==> config.mk <==
export PLATFORM = sky130hd
export DESIGN_NAME = tdc_tap_pattern_gen
export DESIGN_NICKNAME = d
export VERILOG_FILES = /design/src/rtl/tdc_tap_pattern_gen.sv
export SDC_FILE = /design/constraint.sdc
export NUM_CORES = 1
export LEC_CHECK = 0
export ABC_AREA = 1
export CORE_MARGIN = 2
export CORE_UTILIZATION = 40
export CTS_BUF_LIST = sky130_fd_sc_hd__clkbuf_8
export DETAILED_ROUTE_END_ITERATION = 10
export GPL_ROUTABILITY_DRIVEN = 0
export SKIP_LAST_GASP = 1
export SLEW_MARGIN = 30
export SYNTH_ARGS = -nofsm -noshare
export SYNTH_HDL_FRONTEND = slang
export SYNTH_SLANG_ARGS = --single-unit
export TNS_END_PERCENT = 1
==> constraint.sdc <==
create_clock -name clk -period 2.7 [get_ports clk]
set_input_delay 0.405 -clock clk [delete_from_list [all_inputs] [get_ports clk]]
set_output_delay 0.405 -clock clk [all_outputs]
set_load 0.02 [all_outputs]
==> src/rtl/tdc_tap_pattern_gen.sv <==
`default_nettype none
// ============================================================================
//  Module      : tdc_tap_pattern_gen
//  Description : Self-test encoder for the TDC fine-decode path. Turns a bin
//                value into the thermometer tap snapshot that decodes to that
//                bin, pulses the decoder's go, checks the decoder's answer and
//                accumulates mismatches/timeouts. Single-bin or full sweep.
//  Revision    : 1.0 - initial release
// ============================================================================
module tdc_tap_pattern_gen #(
   parameter int NUM_TAPS   = 36,
   parameter int NUM_DECODE = 8,
   parameter bit FALLING    = 1'b0,
   parameter int TIMEOUT    = 15
) (
   input  logic                  clk,
   input  logic                  rst,
   input  logic                  start,
   input  logic                  sweep,
   input  logic [NUM_DECODE-1:0] bin_in,
   input  logic                  dec_finished,
   input  logic [NUM_DECODE-1:0] dec_bin,
   output logic [NUM_TAPS-1:0]   taps_out,
   output logic                  dec_go,
   output logic                  busy,
   output logic                  done,
   output logic [15:0]           err_count,
   output logic                  timeout_flag,
   output logic [NUM_DECODE-1:0] last_bin
);

   // Highest bin that has a real edge inside the tap line.
   localparam logic [NUM_DECODE-1:0] c_MAX_BIN  = NUM_DECODE'(NUM_TAPS - 4);
   localparam int                    c_CNT_W    = (TIMEOUT > 1) ? $clog2(TIMEOUT) : 1;
   localparam logic [c_CNT_W-1:0]    c_CNT_LAST = c_CNT_W'(TIMEOUT - 1);

   typedef enum logic [2:0] {
      S_IDLE  = 3'd0,
      S_LOAD  = 3'd1,
      S_GO    = 3'd2,
      S_WAIT  = 3'd3,
      S_CHECK = 3'd4,
      S_FIN   = 3'd5
   } state_t;

   state_t                r_state;
   state_t                w_state_nxt;

   logic                  r_sweep;
   logic [NUM_DECODE-1:0] r_bin;
   logic [NUM_DECODE-1:0] r_cap_bin;
   logic                  r_timed_out;
   logic [c_CNT_W-1:0]    r_cnt;
   logic [NUM_TAPS-1:0]   r_taps;
   logic                  r_dec_go;
   logic                  r_done;
   logic [15:0]           r_err;
   logic                  r_tflag;
   logic [NUM_DECODE-1:0] r_last;

   logic                  w_bin_valid;
   logic [NUM_DECODE-1:0] w_exp_bin;
   logic [NUM_TAPS-1:0]   w_taps_enc;
   logic                  w_wait_last;

   // Saturating error increment so a long soak never wraps back to zero.
   function automatic logic [15:0] f_sat_inc(input logic [15:0] v);
      return (v == 16'hFFFF) ? v : v + 16'd1;
   endfunction

   // Out-of-range bins produce the no-edge word and are expected to decode as 0.
   assign w_bin_valid = (r_bin != '0) && (r_bin <= c_MAX_BIN);
   assign w_exp_bin   = w_bin_valid ? r_bin : '0;
   assign w_wait_last = (r_cnt == c_CNT_LAST);

   // Thermometer encode of the current bin; FALLING inverts the polarity.
   always_comb begin
      w_taps_enc = {NUM_TAPS{FALLING}};
      if (w_bin_valid) begin
         for (int j = 0; j < NUM_TAPS; j++) begin
            if (j < int'(r_bin)) begin
               w_taps_enc[j] = ~FALLING;
            end
         end
      end
   end

   // State register.
   always_ff @(posedge clk or negedge rst) begin
      if (!rst) begin
         r_state <= S_IDLE;
      end else begin
         r_state <= w_state_nxt;
      end
   end

   // Next-state decode; a finished pulse on the last WAIT cycle wins over timeout.
   always_comb begin
      w_state_nxt = r_state;
      case (r_state)
         S_IDLE:  if (start) w_state_nxt = S_LOAD;
         S_LOAD:  w_state_nxt = S_GO;
         S_GO:    w_state_nxt = S_WAIT;
         S_WAIT:  if (dec_finished || w_wait_last) w_state_nxt = S_CHECK;
         S_CHECK: w_state_nxt = (r_sweep && (r_bin < c_MAX_BIN)) ? S_LOAD : S_FIN;
         S_FIN:   w_state_nxt = S_IDLE;
         default: w_state_nxt = S_IDLE;
      endcase
   end

   // Datapath: run setup, tap load, timeout counting, result check and pulses.
   always_ff @(posedge clk or negedge rst) begin
      if (!rst) begin
         r_sweep     <= 1'b0;
         r_bin       <= '0;
         r_cap_bin   <= '0;
         r_timed_out <= 1'b0;
         r_cnt       <= '0;
         r_taps      <= '0;
         r_dec_go    <= 1'b0;
         r_done      <= 1'b0;
         r_err       <= '0;
         r_tflag     <= 1'b0;
         r_last      <= '0;
      end else begin
         // go is high exactly while in GO; done follows the FIN cycle.
         r_dec_go <= (w_state_nxt == S_GO);
         r_done   <= (r_state == S_FIN);
         case (r_state)
            S_IDLE: begin
               if (start) begin
                  r_sweep <= sweep;
                  r_bin   <= sweep ? '0 : bin_in;
                  r_err   <= '0;
                  r_tflag <= 1'b0;
               end
            end
            S_LOAD: begin
               r_taps <= w_taps_enc;
            end
            S_GO: begin
               r_cnt       <= '0;
               r_timed_out <= 1'b0;
            end
            S_WAIT: begin
               if (dec_finished) begin
                  r_cap_bin <= dec_bin;
               end else if (w_wait_last) begin
                  r_timed_out <= 1'b1;
                  r_tflag     <= 1'b1;
                  r_err       <= f_sat_inc(r_err);
               end else begin
                  r_cnt <= r_cnt + c_CNT_W'(1);
               end
            end
            S_CHECK: begin
               // A timed-out step was already counted; do not also count a mismatch.
               if (!r_timed_out && (r_cap_bin != w_exp_bin)) begin
                  r_err <= f_sat_inc(r_err);
               end
               r_last <= r_bin;
               if (r_sweep && (r_bin < c_MAX_BIN)) begin
                  r_bin <= r_bin + NUM_DECODE'(1);
               end
            end
            default: begin
            end
         endcase
      end
   end

   assign taps_out     = r_taps;
   assign dec_go       = r_dec_go;
   assign busy         = (r_state != S_IDLE);
   assign done         = r_done;
   assign err_count    = r_err;
   assign timeout_flag = r_tflag;
   assign last_bin     = r_last;

endmodule
`default_nettype wire

==> impl_metrics.prom, run 1 <==
# TYPE chip_impl_metric gauge
chip_impl_info{name="outcome",value="finished, final reports clean"} 1
chip_impl_metric{name="finalHoldViolCount",unit=""} 0
chip_impl_metric{name="synth.cell_area",unit="µm²"} 4410
chip_impl_metric{name="pin_count",unit=""} 85
chip_impl_metric{name="synth_seq_cells",unit=""} 88
chip_impl_metric{name="worst_slew_pin_slew",unit="ns"} 0.5817
chip_impl_info{name="cts.root.buffer_cell",value="clkbuf_8"} 1
chip_impl_metric{name="setup_violations",unit=""} 0
chip_impl_metric{name="chipWidth",unit="µm"} 109.0
chip_impl_metric{name="die_h",unit="µm"} 109.0
chip_impl_metric{name="cts.sinks",unit=""} 88
chip_impl_metric{name="mappedNetlistNets",unit=""} 555
chip_impl_metric{name="timing.final.ws_setup",unit="ns"} 0.2744
chip_impl_metric{name="power.share.sequential",unit="%"} 35.5
chip_impl_metric{name="report.final.slew_viol_count",unit=""} 0
chip_impl_metric{name="synth.lib_cells_used.distinct",unit=""} 43
chip_impl_metric{name="cts.hold.buffers_added",unit=""} 0
chip_impl_metric{name="num-nets-final",unit=""} 642
chip_impl_metric{name="antenna-diode-count",unit=""} 0
chip_impl_metric{name="min_period_over_period",unit="%"} 89.84
chip_impl_metric{name="worst-path-max-fanout",unit=""} 20
chip_impl_metric{name="power.ir.vdd_worst",unit="V"} 0.0004180
chip_impl_metric{name="detailedRoute.firstIterationViolations",unit=""} 183
chip_impl_info{name="timing.setup.critical_path_class",value="reg2reg"} 1
chip_impl_metric{name="dpl.hpwl",unit="µm"} 8012
chip_impl_metric{name="design.core.area",unit="µm²"} 10790
chip_impl_info{name="reg2reg_from",value="r_bin[1]$_DFFE_PN0P_"} 1
chip_impl_metric{name="worst_slew_margin",unit="%"} 61.12
chip_impl_info{name="worst_hold_path_type",value="in2async"} 1
chip_impl_metric{name="vias_in_the_first_global_route",unit=""} 3578
chip_impl_info{name="worstSetupStartpointType",value="register"} 1
chip_impl_metric{name="synthArstFlopShare",unit="%"} 100.0
chip_impl_metric{name="yosysSeqAreaShare",unit="%"} 49.93
chip_impl_metric{name="dr.pass1.iters",unit=""} 4
chip_impl_metric{name="globalRoute.totalOverflow",unit=""} 0
chip_impl_info{name="tritoncts_clock_tree",value="done"} 1
chip_impl_info{name="timing.critical_path.to_type",value="register"} 1
chip_impl_metric{name="route.detailed.wl_per_inst",unit="µm"} 14.27
chip_impl_metric{name="syn_to_final_growth",unit="%"} 27.74
chip_impl_metric{name="cellLeakagePower",unit="nW"} 2.624
chip_impl_metric{name="fin_crit",unit="ns"} 2.426
chip_impl_metric{name="layout-drive-gt1-share",unit="%"} 12.40
chip_impl_metric{name="grt.total_usage",unit="%"} 18.99
chip_impl_metric{name="cp.required",unit="ns"} 2.95
chip_impl_metric{name="drc",unit=""} 0
chip_impl_metric{name="fin_hold_ws",unit="ns"} 0.03358
chip_impl_metric{name="layout.filler_cells",unit=""} 1052
chip_impl_metric{name="finish.utilization",unit="%"} 52.20
chip_impl_metric{name="clk_pin_slew_worst_paths",unit="ns"} 0.09
chip_impl_metric{name="vias_per_cell",unit=""} 5.030
chip_impl_metric{name="timing.clock.skew",unit="ns"} 0.01006
chip_impl_info{name="crit_path_cell_trace",value="inv_1, ha_1, inv_1, nor2_4, a21oi_2, nor2_4, nand2_1, inv_2, nand2_1, o21ai_0"} 1
chip_impl_metric{name="clkPwrFrac",unit="%"} 17.8
chip_impl_metric{name="port_buffers",unit=""} 84
chip_impl_metric{name="setup_total_negative_slack",unit="ns"} 0
chip_impl_metric{name="ant_nets",unit=""} 0
chip_impl_metric{name="starting_density_of_the_core",unit="%"} 40.86
chip_impl_metric{name="slowest_delay",unit="ns"} 0.45
chip_impl_metric{name="area_of_the_die",unit="µm²"} 11880
chip_impl_metric{name="synthesis.instances",unit=""} 529
chip_impl_metric{name="crit_arrival",unit="ns"} 2.68
chip_impl_info{name="ys_dominant_reg_cell",value="dfrtp_1"} 1
chip_impl_metric{name="netSwitchingPower",unit="mW"} 2.391
chip_impl_metric{name="grt_first_pass_wirelength",unit="µm"} 17740
chip_impl_info{name="top_library_cells_by_usage_in_the_layout_fill_and_taps_aside",value="nand2_1, dfrtp_1, clkdlybuf4s50_1"} 1
chip_impl_metric{name="critPathBufInv",unit=""} 3
chip_impl_metric{name="internal_pwr_total",unit="mW"} 3.096
chip_impl_info{name="layout_commonest_cell",value="nand2_1"} 1
chip_impl_metric{name="placementRows",unit=""} 38
chip_impl_metric{name="switching_share",unit="%"} 43.57
chip_impl_metric{name="ys_warn_count",unit=""} 0
chip_impl_metric{name="max-clock-path-buffers",unit=""} 2
chip_impl_metric{name="power_density",unit="nW/µm²"} 973.9
chip_impl_metric{name="grt_antenna_before_repair",unit=""} 0
chip_impl_info{name="dominant_delay_contributor_by_cell_family_on_the_critical_path",value="simple AND/OR/NAND/NOR gates"} 1
chip_impl_metric{name="largest_net_degree_at_the_start_of_global_routing",unit=""} 46
chip_impl_info{name="rsz0062_at_grt",value="false"} 1
chip_impl_metric{name="drt-total-wl",unit="µm"} 10860
chip_impl_info{name="setup.worst_path.start",value="r_bin[1]$_DFFE_PN0P_"} 1
chip_impl_metric{name="p_comb_share",unit="%"} 46.7
chip_impl_metric{name="cts-buffers-inserted",unit=""} 9
chip_impl_metric{name="cts_max_level",unit=""} 3
chip_impl_metric{name="achievable_clock_frequency",unit="GHz"} 0.4123
chip_impl_metric{name="total_of_max_cap_violations",unit=""} 0
chip_impl_metric{name="syn_area_per_cell",unit="µm²"} 8.337
chip_impl_metric{name="synth_enable_flop_cells",unit=""} 0
chip_impl_metric{name="via_count",unit=""} 3828
chip_impl_metric{name="post-place-ws",unit="ns"} 0.2041
chip_impl_info{name="slowest_stage",value="dfrtp_1"} 1
chip_impl_metric{name="clock_latency",unit="ns"} 0.35
layer usage:
metal | vias up | wire [µm] | track usage [%]
li1 | 1894 | - | -
met1 | 1819 | 5278 | 27.74
met2 | 104 | 4923 | 28.97
met3 | 11 | 510 | 2.869
met4 | 0 | 147 | 5.952
met5 | - | 0 | 0
power by group through the flow:
| stage | Sequential [mW] | Clock, mW | Combinational, mW |
|---|---|---|---|
| after CTS | 1.95 | 1.00 | 2.56 |
| after global placement | 1.97 | 0 | 2.52 |
| final | 1.95 | 0.977 | 2.56 |
| after global routing | 2.00 | 1.06 | 2.83 |
| after floorplan | 2.15 | 0 | 1.54 |
| after detailed placement | 1.98 | 0 | 2.55 |
area by class of cell:
class | count | area [µm²] | area share, %
well taps | 140 | 175.2 | 3.109
clock buffers | 11 | 151.4 | 2.687
inverters | 50 | 187.7 | 3.331
multi-input cells | 374 | 1937 | 34.38
clock inverters | 5 | 62.56 | 1.110
repair buffers | 93 | 918.4 | 16.30
flip-flops and latches | 88 | 2202 | 39.09
worst reg2reg max path, cell delays in order, from the launching register on:
cell and delay, ns:
dfrtp_1 0.45, inv_1 0.19, ha_1 0.24, inv_1 0.11, nor2_4 0.16, a21oi_2 0.09
nor2_4 0.18, nand2_1 0.11, inv_2 0.13, nand2_1 0.36, o21ai_0 0.32
sequential cells by signal (all words and copies together) (netlist names), 3 cells and up:
name       count
last_bin       8
r_state        3
r_bin          8
r_cap_bin      8
r_cnt          4
taps_out      36
err_count     16
worst paths after layout:
path | endpoint | slack (ns) | depth (start not counted)
min | taps_out[6]$_DFFE_PN0P_ | 0.03 | 1
max in group asynchronous | err_count[11]$_DFFE_PN0P_ | 2.02 | 2
max reg2reg | taps_out[17]$_DFFE_PN0P_ | 0.27 | 10
max | taps_out[17]$_DFFE_PN0P_ | 0.27 | 10
min reg2reg | taps_out[32]$_DFFE_PN0P_ | 0.48 | 2
min in group clk | taps_out[32]$_DFFE_PN0P_ | 0.48 | 2
synth_stat cells (2+ instances only):
cell | count | area share, %
o31ai_1 | 2 | 0.34
nand3_1 | 34 | 3.9
nor2_4 | 5 | 1.3
mux2_2 | 5 | 1.3
o22ai_1 | 3 | 0.43
nand2_2 | 13 | 1.8
inv_1 | 39 | 3.3
o21ai_0 | 49 | 5.6
nor2_1 | 60 | 5.1
a21oi_2 | 2 | 0.40
xor2_1 | 2 | 0.40
a22oi_1 | 2 | 0.34
ha_1 | 5 | 1.4
clkbuf_1 | 13 | 1.1
dfrtp_1 | 88 | 50
nand2_1 | 131 | 11
nand3_2 | 2 | 0.45
nand4_1 | 7 | 0.99
nand2_4 | 3 | 0.77
nor2_8 | 2 | 0.91
a21oi_1 | 17 | 1.9
o211ai_1 | 3 | 0.51
xnor2_1 | 3 | 0.60
a31oi_1 | 3 | 0.43
nor2_2 | 2 | 0.28
inv_2 | 11 | 0.94
nor3_1 | 7 | 0.79
metrics by stage:
stage / instances / cell area [µm²] / total power [mW]
3_3_place_gp: 744 / 5404 / 4.492
3_5_place_dp: 744 / 5404 / 4.529
6_report: 761 / 5634 / 5.487
5_1_grt: 761 / 5634 / 5.891
2_1_floorplan: 529 / 4410 / 3.689
4_1_cts: 760 / 5618 / 5.512
cells by family (layout without fill, tap and decap cells):
| kind of cell | Yosys count | after routing | synth area share (%) |
|---|---|---|---|
| buffers and inverters | 67 | 159 | 6.355 |
| flip-flops | 88 | 88 | 49.93 |
| AO/OA/AOI/OAI | 87 | 87 | 11.35 |
| multiplexers | 5 | 5 | 1.277 |
| AND/OR/NAND/NOR | 272 | 272 | 28.68 |
| XOR/XNOR | 5 | 5 | 0.9931 |
| adder cells (fa/ha/maj) | 5 | 5 | 1.418 |
what timing repair did:
action | CTS | global route
setup buffers | 0 | 1
gates resized for setup | 0 | 1
setup endpoints to repair | 0 | 16
Power figures use the tool's default switching activity.
==> inputs of run 2 (changes only) <==
--- a/config.mk
+++ b/config.mk
@@ -7,7 +7,7 @@
 export LEC_CHECK = 0
 export ABC_AREA = 1
 export CORE_MARGIN = 2
-export CORE_UTILIZATION = 40
+export CORE_UTILIZATION = 32
 export CTS_BUF_LIST = sky130_fd_sc_hd__clkbuf_8
 export DETAILED_ROUTE_END_ITERATION = 10
 export GPL_ROUTABILITY_DRIVEN = 0
==> impl_metrics.prom, run 2 (synthesis results as in run 1) <==
# TYPE chip_impl_metric gauge
chip_impl_info{name="reg2reg_to",value="err_count[1]$_DFFE_PN0P_"} 1
chip_impl_metric{name="dpl.hpwl",unit="µm"} 8037
chip_impl_metric{name="crit_arrival",unit="ns"} 2.70
chip_impl_metric{name="cts.sinks",unit=""} 88
chip_impl_info{name="timing.critical_path.to_type",value="register"} 1
chip_impl_metric{name="via_count",unit=""} 3863
chip_impl_metric{name="grt_first_pass_wirelength",unit="µm"} 18640
chip_impl_metric{name="worst_slew_pin_slew",unit="ns"} 0.5906
chip_impl_info{name="outcome",value="finished, final reports clean"} 1
chip_impl_info{name="layout_commonest_cell",value="nand2_1"} 1
chip_impl_metric{name="cellLeakagePower",unit="nW"} 2.609
chip_impl_metric{name="cts-buffers-inserted",unit=""} 9
chip_impl_metric{name="largest_net_degree_at_the_start_of_global_routing",unit=""} 46
chip_impl_metric{name="p_comb_share",unit="%"} 46.5
chip_impl_metric{name="pin_count",unit=""} 85
chip_impl_metric{name="netSwitchingPower",unit="mW"} 2.391
chip_impl_metric{name="multiInputGateArea",unit="µm²"} 1937
chip_impl_metric{name="die_h",unit="µm"} 121.4
chip_impl_metric{name="design.core.area",unit="µm²"} 13350
chip_impl_metric{name="antenna-diode-count",unit=""} 0
chip_impl_metric{name="min_period_over_period",unit="%"} 90.15
chip_impl_metric{name="fin_hold_ws",unit="ns"} 0.02859
chip_impl_info{name="dominant_delay_contributor_by_cell_family_on_the_critical_path",value="simple AND/OR/NAND/NOR gates"} 1
chip_impl_metric{name="seq_area",unit="µm²"} 2202
chip_impl_metric{name="setup_violations",unit=""} 0
chip_impl_metric{name="fin_crit",unit="ns"} 2.434
chip_impl_metric{name="grt_antenna_before_repair",unit=""} 0
chip_impl_metric{name="largest_register_ffs",unit=""} 36
chip_impl_metric{name="vias_in_the_first_global_route",unit=""} 3745
chip_impl_metric{name="timing.clock.skew",unit="ns"} 0.01097
chip_impl_metric{name="critPathBufInv",unit=""} 2
chip_impl_metric{name="place_area",unit="µm²"} 5449
chip_impl_metric{name="layout-drive-gt1-share",unit="%"} 12.12
chip_impl_metric{name="r2r_cell_count",unit=""} 14
chip_impl_info{name="worst_hold_path_type",value="in2async"} 1
chip_impl_metric{name="ant_nets",unit=""} 0
chip_impl_metric{name="starting_density_of_the_core",unit="%"} 33.04
chip_impl_metric{name="final_cell_area",unit="µm²"} 5649
chip_impl_metric{name="dp_cells",unit=""} 780
chip_impl_metric{name="timing.final.ws_setup",unit="ns"} 0.2660
chip_impl_metric{name="clkPwrFrac",unit="%"} 17.0
chip_impl_metric{name="cts_max_level",unit=""} 3
chip_impl_metric{name="finish.utilization",unit="%"} 42.32
chip_impl_metric{name="worst_slew_margin",unit="%"} 60.63
chip_impl_info{name="crit_path_cell_trace",value="inv_1, ha_1, inv_1, nor2_4, nand4_1, or2_0, nand3_1, nor2_1, nand3_2, nand2_2, nand2_4, nand2_8, nand2_1, nand2_1"} 1
chip_impl_metric{name="setup_total_negative_slack",unit="ns"} 0
chip_impl_info{name="timing.setup.critical_path_class",value="reg2reg"} 1
chip_impl_metric{name="cp.required",unit="ns"} 2.97
chip_impl_metric{name="cts.hold.buffers_added",unit=""} 0
chip_impl_info{name="rsz0062_at_grt",value="false"} 1
chip_impl_metric{name="worst-path-max-fanout",unit=""} 17
chip_impl_metric{name="max-clock-path-buffers",unit=""} 2
chip_impl_info{name="worstSetupStartpointType",value="register"} 1
chip_impl_metric{name="chipWidth",unit="µm"} 121.4
chip_impl_metric{name="detailedRoute.firstIterationViolations",unit=""} 332
chip_impl_metric{name="grt.total_usage",unit="%"} 16.16
chip_impl_metric{name="report.final.slew_viol_count",unit=""} 0
chip_impl_metric{name="drc",unit=""} 0
chip_impl_metric{name="drt-total-wl",unit="µm"} 11110
chip_impl_metric{name="r2r_slack",unit="ns"} 0.27
chip_impl_metric{name="clock_latency",unit="ns"} 0.38
chip_impl_metric{name="route.detailed.wl_per_inst",unit="µm"} 13.97
chip_impl_metric{name="total_of_max_cap_violations",unit=""} 0
chip_impl_info{name="tritoncts_clock_tree",value="done"} 1
chip_impl_metric{name="switching_share",unit="%"} 44.03
chip_impl_metric{name="clk_pin_slew_worst_paths",unit="ns"} 0.09
chip_impl_metric{name="placementRows",unit=""} 42
chip_impl_info{name="top_library_cells_by_usage_in_the_layout_fill_and_taps_aside",value="nand2_1, dfrtp_1, clkdlybuf4s50_1"} 1
chip_impl_info{name="slowest_stage",value="dfrtp_1"} 1
chip_impl_metric{name="num-nets-final",unit=""} 641
chip_impl_metric{name="power.ir.vdd_worst",unit="V"} 0.0003251
chip_impl_metric{name="globalRoute.totalOverflow",unit=""} 0
chip_impl_metric{name="area_of_the_die",unit="µm²"} 14740
chip_impl_metric{name="achievable_clock_frequency",unit="GHz"} 0.4109
chip_impl_metric{name="power_density",unit="nW/µm²"} 961.2
chip_impl_metric{name="finalHoldViolCount",unit=""} 0
chip_impl_metric{name="slowest_delay",unit="ns"} 0.45
chip_impl_metric{name="internal_pwr_total",unit="mW"} 3.039
chip_impl_metric{name="layout.filler_cells",unit=""} 1367
chip_impl_metric{name="vias_per_cell",unit=""} 4.859
chip_impl_metric{name="syn_to_final_growth",unit="%"} 28.09
chip_impl_metric{name="power.share.sequential",unit="%"} 36.5
chip_impl_metric{name="post-place-ws",unit="ns"} 0.2803
chip_impl_metric{name="dr.pass1.iters",unit=""} 5
chip_impl_info{name="cts.root.buffer_cell",value="clkbuf_8"} 1
chip_impl_metric{name="cts_resized",unit=""} 0
chip_impl_metric{name="postcts_setup_bufs",unit=""} 0
chip_impl_info{name="reg2reg_from",value="r_bin[1]$_DFFE_PN0P_"} 1
chip_impl_metric{name="total_power",unit="mW"} 5.430
chip_impl_metric{name="port_buffers",unit=""} 84
chip_impl_metric{name="instances_no_fill",unit=""} 795
-- run 2: cell type report --
type / count / share of cell area (%)
sequential: 88 / 38.98
multi-input combinational: 374 / 34.29
timing repair buffer: 92 / 16.12
tap: 176 / 3.898
inverter: 50 / 3.322
clock buffer: 9 / 2.193
clock inverter: 6 / 1.196
-- run 2: routing by layer --
metal / vias up / share of wire [%] / GRT usage, %
met1: 1826 / 47 / 22.99
met3: 16 / 6.4 / 3.947
li1: 1888 / - / -
met5: - / 0 / 0
met4: 0 / 1.6 / 5.819
met2: 133 / 45 / 23.84
-- run 2: worst max-delay path by stage --
stage                         startpoint                  endpoint  slack [ns]  cells past startpoint
floorplan           r_bin[1]$_DFFE_PN0P_  err_count[9]$_DFFE_PN0P_        0.69                     15
global placement    r_bin[1]$_DFFE_PN0P_  err_count[4]$_DFFE_PN0P_        0.42                     14
detailed placement  r_bin[1]$_DFFE_PN0P_  err_count[0]$_DFFE_PN0P_        0.28                     14
CTS                 r_bin[1]$_DFFE_PN0P_  err_count[0]$_DFFE_PN0P_        0.27                     14
global route        r_bin[1]$_DFFE_PN0P_  taps_out[17]$_DFFE_PN0P_        0.06                     10
finish              r_bin[1]$_DFFE_PN0P_  err_count[1]$_DFFE_PN0P_        0.27                     14
-- run 2: power by group through the flow --
stage	Combinational, mW	Clock (mW)	Sequential (mW)
6_report	2.53	0.924	1.98
5_1_grt	2.81	1.02	2.03
4_1_cts	2.52	0.963	1.98
3_5_place_dp	2.52	0	2.00
3_3_place_gp	2.48	0	1.99
2_1_floorplan	1.54	0	2.15
==> inputs of run 3 (changes only) <==
--- a/config.mk
+++ b/config.mk
@@ -7,10 +7,12 @@
 export LEC_CHECK = 0
 export ABC_AREA = 1
 export CORE_MARGIN = 2
-export CORE_UTILIZATION = 32
+export CORE_UTILIZATION = 54
 export CTS_BUF_LIST = sky130_fd_sc_hd__clkbuf_8
 export DETAILED_ROUTE_END_ITERATION = 10
 export GPL_ROUTABILITY_DRIVEN = 0
+export HOLD_SLACK_MARGIN = 0.12
+export PLACE_DENSITY = 0.83
 export SKIP_LAST_GASP = 1
 export SLEW_MARGIN = 30
 export SYNTH_ARGS = -nofsm -noshare
==> impl_metrics.prom, run 3 (synthesis results as in run 1) <==
# TYPE chip_impl_metric gauge
chip_impl_metric{name="fin_crit",unit="ns"} 2.418
chip_impl_metric{name="clkPwrFrac",unit="%"} 18.4
chip_impl_metric{name="internal_pwr_total",unit="mW"} 3.130
chip_impl_metric{name="chipWidth",unit="µm"} 94.38
chip_impl_metric{name="max-clock-path-buffers",unit=""} 2
chip_impl_metric{name="dpl.hpwl",unit="µm"} 7839
chip_impl_metric{name="grt_first_pass_wirelength",unit="µm"} 18460
chip_impl_metric{name="cts_max_level",unit=""} 3
chip_impl_metric{name="layout-drive-gt1-share",unit="%"} 11.79
chip_impl_metric{name="design.core.area",unit="µm²"} 7807
chip_impl_info{name="timing.critical_path.to_type",value="register"} 1
chip_impl_metric{name="post-place-ws",unit="ns"} 0.3176
chip_impl_metric{name="ant_nets",unit=""} 0
chip_impl_metric{name="power.ir.vdd_worst",unit="V"} 0.0004873
chip_impl_metric{name="drt-total-wl",unit="µm"} 11050
chip_impl_info{name="crit_path_cell_trace",value="inv_1, ha_1, inv_1, nor2_4, nand4_1, or2_0, nand3_1, nor2_1, nand3_2, nand2_2, nand2_4, nand2_8, nand2_1, nand2_1"} 1
chip_impl_metric{name="finalHoldViolCount",unit=""} 0
chip_impl_metric{name="pin_count",unit=""} 85
chip_impl_metric{name="clock_latency",unit="ns"} 0.36
chip_impl_metric{name="postcts_setup_bufs",unit=""} 0
chip_impl_metric{name="globalRoute.totalOverflow",unit=""} 0
chip_impl_metric{name="slowest_delay",unit="ns"} 0.45
chip_impl_metric{name="power.share.sequential",unit="%"} 35.8
chip_impl_info{name="layout_commonest_cell",value="nand2_1"} 1
chip_impl_metric{name="area_of_the_die",unit="µm²"} 8907
chip_impl_metric{name="layout.filler_cells",unit=""} 624
chip_impl_info{name="timing.setup.critical_path_class",value="reg2reg"} 1
chip_impl_metric{name="total_of_max_cap_violations",unit=""} 0
chip_impl_info{name="tritoncts_clock_tree",value="done"} 1
chip_impl_metric{name="placementRows",unit=""} 32
chip_impl_metric{name="worst_slew_pin_slew",unit="ns"} 0.5931
chip_impl_metric{name="port_buffers",unit=""} 84
chip_impl_metric{name="timing.final.ws_setup",unit="ns"} 0.2824
chip_impl_metric{name="netSwitchingPower",unit="mW"} 2.391
chip_impl_metric{name="report.final.slew_viol_count",unit=""} 0
chip_impl_info{name="cts.root.buffer_cell",value="clkbuf_8"} 1
chip_impl_metric{name="antenna-diode-count",unit=""} 0
chip_impl_metric{name="clk_pin_slew_worst_paths",unit="ns"} 0.09
chip_impl_metric{name="die_h",unit="µm"} 94.38
chip_impl_metric{name="p_comb_share",unit="%"} 45.8
chip_impl_metric{name="setup_violations",unit=""} 0
chip_impl_metric{name="switching_share",unit="%"} 43.31
chip_impl_metric{name="num-nets-final",unit=""} 640
chip_impl_metric{name="largest_net_degree_at_the_start_of_global_routing",unit=""} 47
chip_impl_metric{name="crit_arrival",unit="ns"} 2.67
chip_impl_info{name="top_library_cells_by_usage_in_the_layout_fill_and_taps_aside",value="nand2_1, dfrtp_1, clkdlybuf4s50_1"} 1
chip_impl_metric{name="vias_in_the_first_global_route",unit=""} 3919
chip_impl_info{name="worst_hold_path_type",value="reg2reg"} 1
chip_impl_metric{name="worst-path-max-fanout",unit=""} 17
chip_impl_metric{name="cellLeakagePower",unit="nW"} 2.629
chip_impl_metric{name="via_count",unit=""} 4018
chip_impl_metric{name="timing.clock.skew",unit="ns"} 0.01156
chip_impl_metric{name="grt.total_usage",unit="%"} 26.53
chip_impl_info{name="rsz0062_at_grt",value="false"} 1
chip_impl_metric{name="worst_slew_margin",unit="%"} 60.46
chip_impl_metric{name="vias_per_cell",unit=""} 5.573
chip_impl_metric{name="cp.required",unit="ns"} 2.95
chip_impl_metric{name="critPathBufInv",unit=""} 2
chip_impl_metric{name="starting_density_of_the_core",unit="%"} 56.49
chip_impl_info{name="worstSetupStartpointType",value="register"} 1
chip_impl_metric{name="grt_antenna_before_repair",unit=""} 0
chip_impl_metric{name="largest_register_ffs",unit=""} 36
chip_impl_metric{name="drc",unit=""} 0
chip_impl_metric{name="power_density",unit="nW/µm²"} 989.3
chip_impl_metric{name="detailedRoute.firstIterationViolations",unit=""} 294
chip_impl_metric{name="cts.sinks",unit=""} 88
chip_impl_info{name="dominant_delay_contributor_by_cell_family_on_the_critical_path",value="simple AND/OR/NAND/NOR gates"} 1
chip_impl_metric{name="route.detailed.wl_per_inst",unit="µm"} 15.33
chip_impl_info{name="slowest_stage",value="dfrtp_1"} 1
chip_impl_metric{name="dr.pass1.iters",unit=""} 5
chip_impl_info{name="outcome",value="finished, final reports clean"} 1
chip_impl_metric{name="syn_to_final_growth",unit="%"} 26.52
chip_impl_metric{name="cts-buffers-inserted",unit=""} 9
chip_impl_metric{name="achievable_clock_frequency",unit="GHz"} 0.4136
chip_impl_metric{name="min_period_over_period",unit="%"} 89.54
chip_impl_metric{name="setup_total_negative_slack",unit="ns"} 0
## run 3: cell count changes in the layout (fill, tap and decap cells not counted)
cell,change
buf_4,-2
dlygate4sd3_1,+1
inv_1,+1
clkbuf_8,+1
bufinv_16,+1
clkinv_2,+1
clkinvlp_4,-2
inv_6,-1
## run 3: area by class of cell
type | instances | area [µm²] | area share [%]
Tap cell | 102 | 127.6 | 2.287
Clock buffer | 10 | 137.6 | 2.466
Inverter | 50 | 187.7 | 3.363
Multi-Input combinational cell | 374 | 1937 | 34.71
Timing Repair Buffer | 91 | 905.9 | 16.23
Clock inverter | 6 | 82.58 | 1.480
Sequential cell | 88 | 2202 | 39.46
## run 3: path summary, 6_finish.rpt
| path | depth (start not counted) | slack [ns] | startpoint | to |
|---|---|---|---|---|
| hold / removal | 2 | 0.48 | taps_out[35]$_DFFE_PN0P_ | taps_out[35]$_DFFE_PN0P_ |
| setup / recovery | 14 | 0.28 | r_bin[1]$_DFFE_PN0P_ | err_count[4]$_DFFE_PN0P_ |
| max in group asynchronous | 3 | 1.47 | rst | err_count[1]$_DFFE_PN0P_ |
| setup reg to reg | 14 | 0.28 | r_bin[1]$_DFFE_PN0P_ | err_count[4]$_DFFE_PN0P_ |
| hold reg to reg | 2 | 0.48 | taps_out[35]$_DFFE_PN0P_ | taps_out[35]$_DFFE_PN0P_ |
| min in group asynchronous | 2 | 0.59 | rst | taps_out[6]$_DFFE_PN0P_ |
## run 3: layer usage
layer  track usage (%)  wire (µm)  up-vias
met2             41.96       5290      185
met1             36.41       4833     1897
met3             5.267        692       33
met4             10.27        234        0
li1                  -          -     1903
met5                 0          0        -
## run 3: through the flow
| stage | utilization, % | cells | cell area, µm² | hold slack (ns) | power [mW] |
|---|---|---|---|---|---|
| after floorplan | - | 529 | 4410 | 0.1094 | 3.689 |
| after global placement | 68.41 | 704 | 5341 | 0.4482 | 4.381 |
| after detailed placement | 68.41 | 704 | 5341 | 0.4554 | 4.475 |
| after CTS | 71.36 | 721 | 5572 | 0.4824 | 5.494 |
| after global routing | 71.47 | 721 | 5580 | 0.5045 | 5.897 |
| final | 71.47 | 721 | 5580 | 0.4762 | 5.521 |
## run 3: power by group through the flow
stage,sequential (mW),clock (mW),combinational (mW)
CTS,1.97,1.02,2.51
floorplan,2.15,0,1.54
finish,1.98,1.02,2.53
detailed placement,1.99,0,2.48
global placement,1.98,0,2.40
global route,2.01,1.07,2.81
## run 3: what timing repair did
| item | in CTS | in global routing |
|---|---|---|
| hold buffers | 1 | 0 |
| endpoints found under the setup margin | 0 | 7 |
| endpoints found under the hold margin | 45 | 0 |
| gates resized for setup | 0 | 1 |
## run 3: tightest hold or removal path, delay by kind of cell (launching register included)
| kind | cells | cell delay (ns) |
|---|---|---|
| buf+inv | 1 | 0.04 |
| flops | 1 | 0.35 |
| simple gates | 1 | 0.05 |
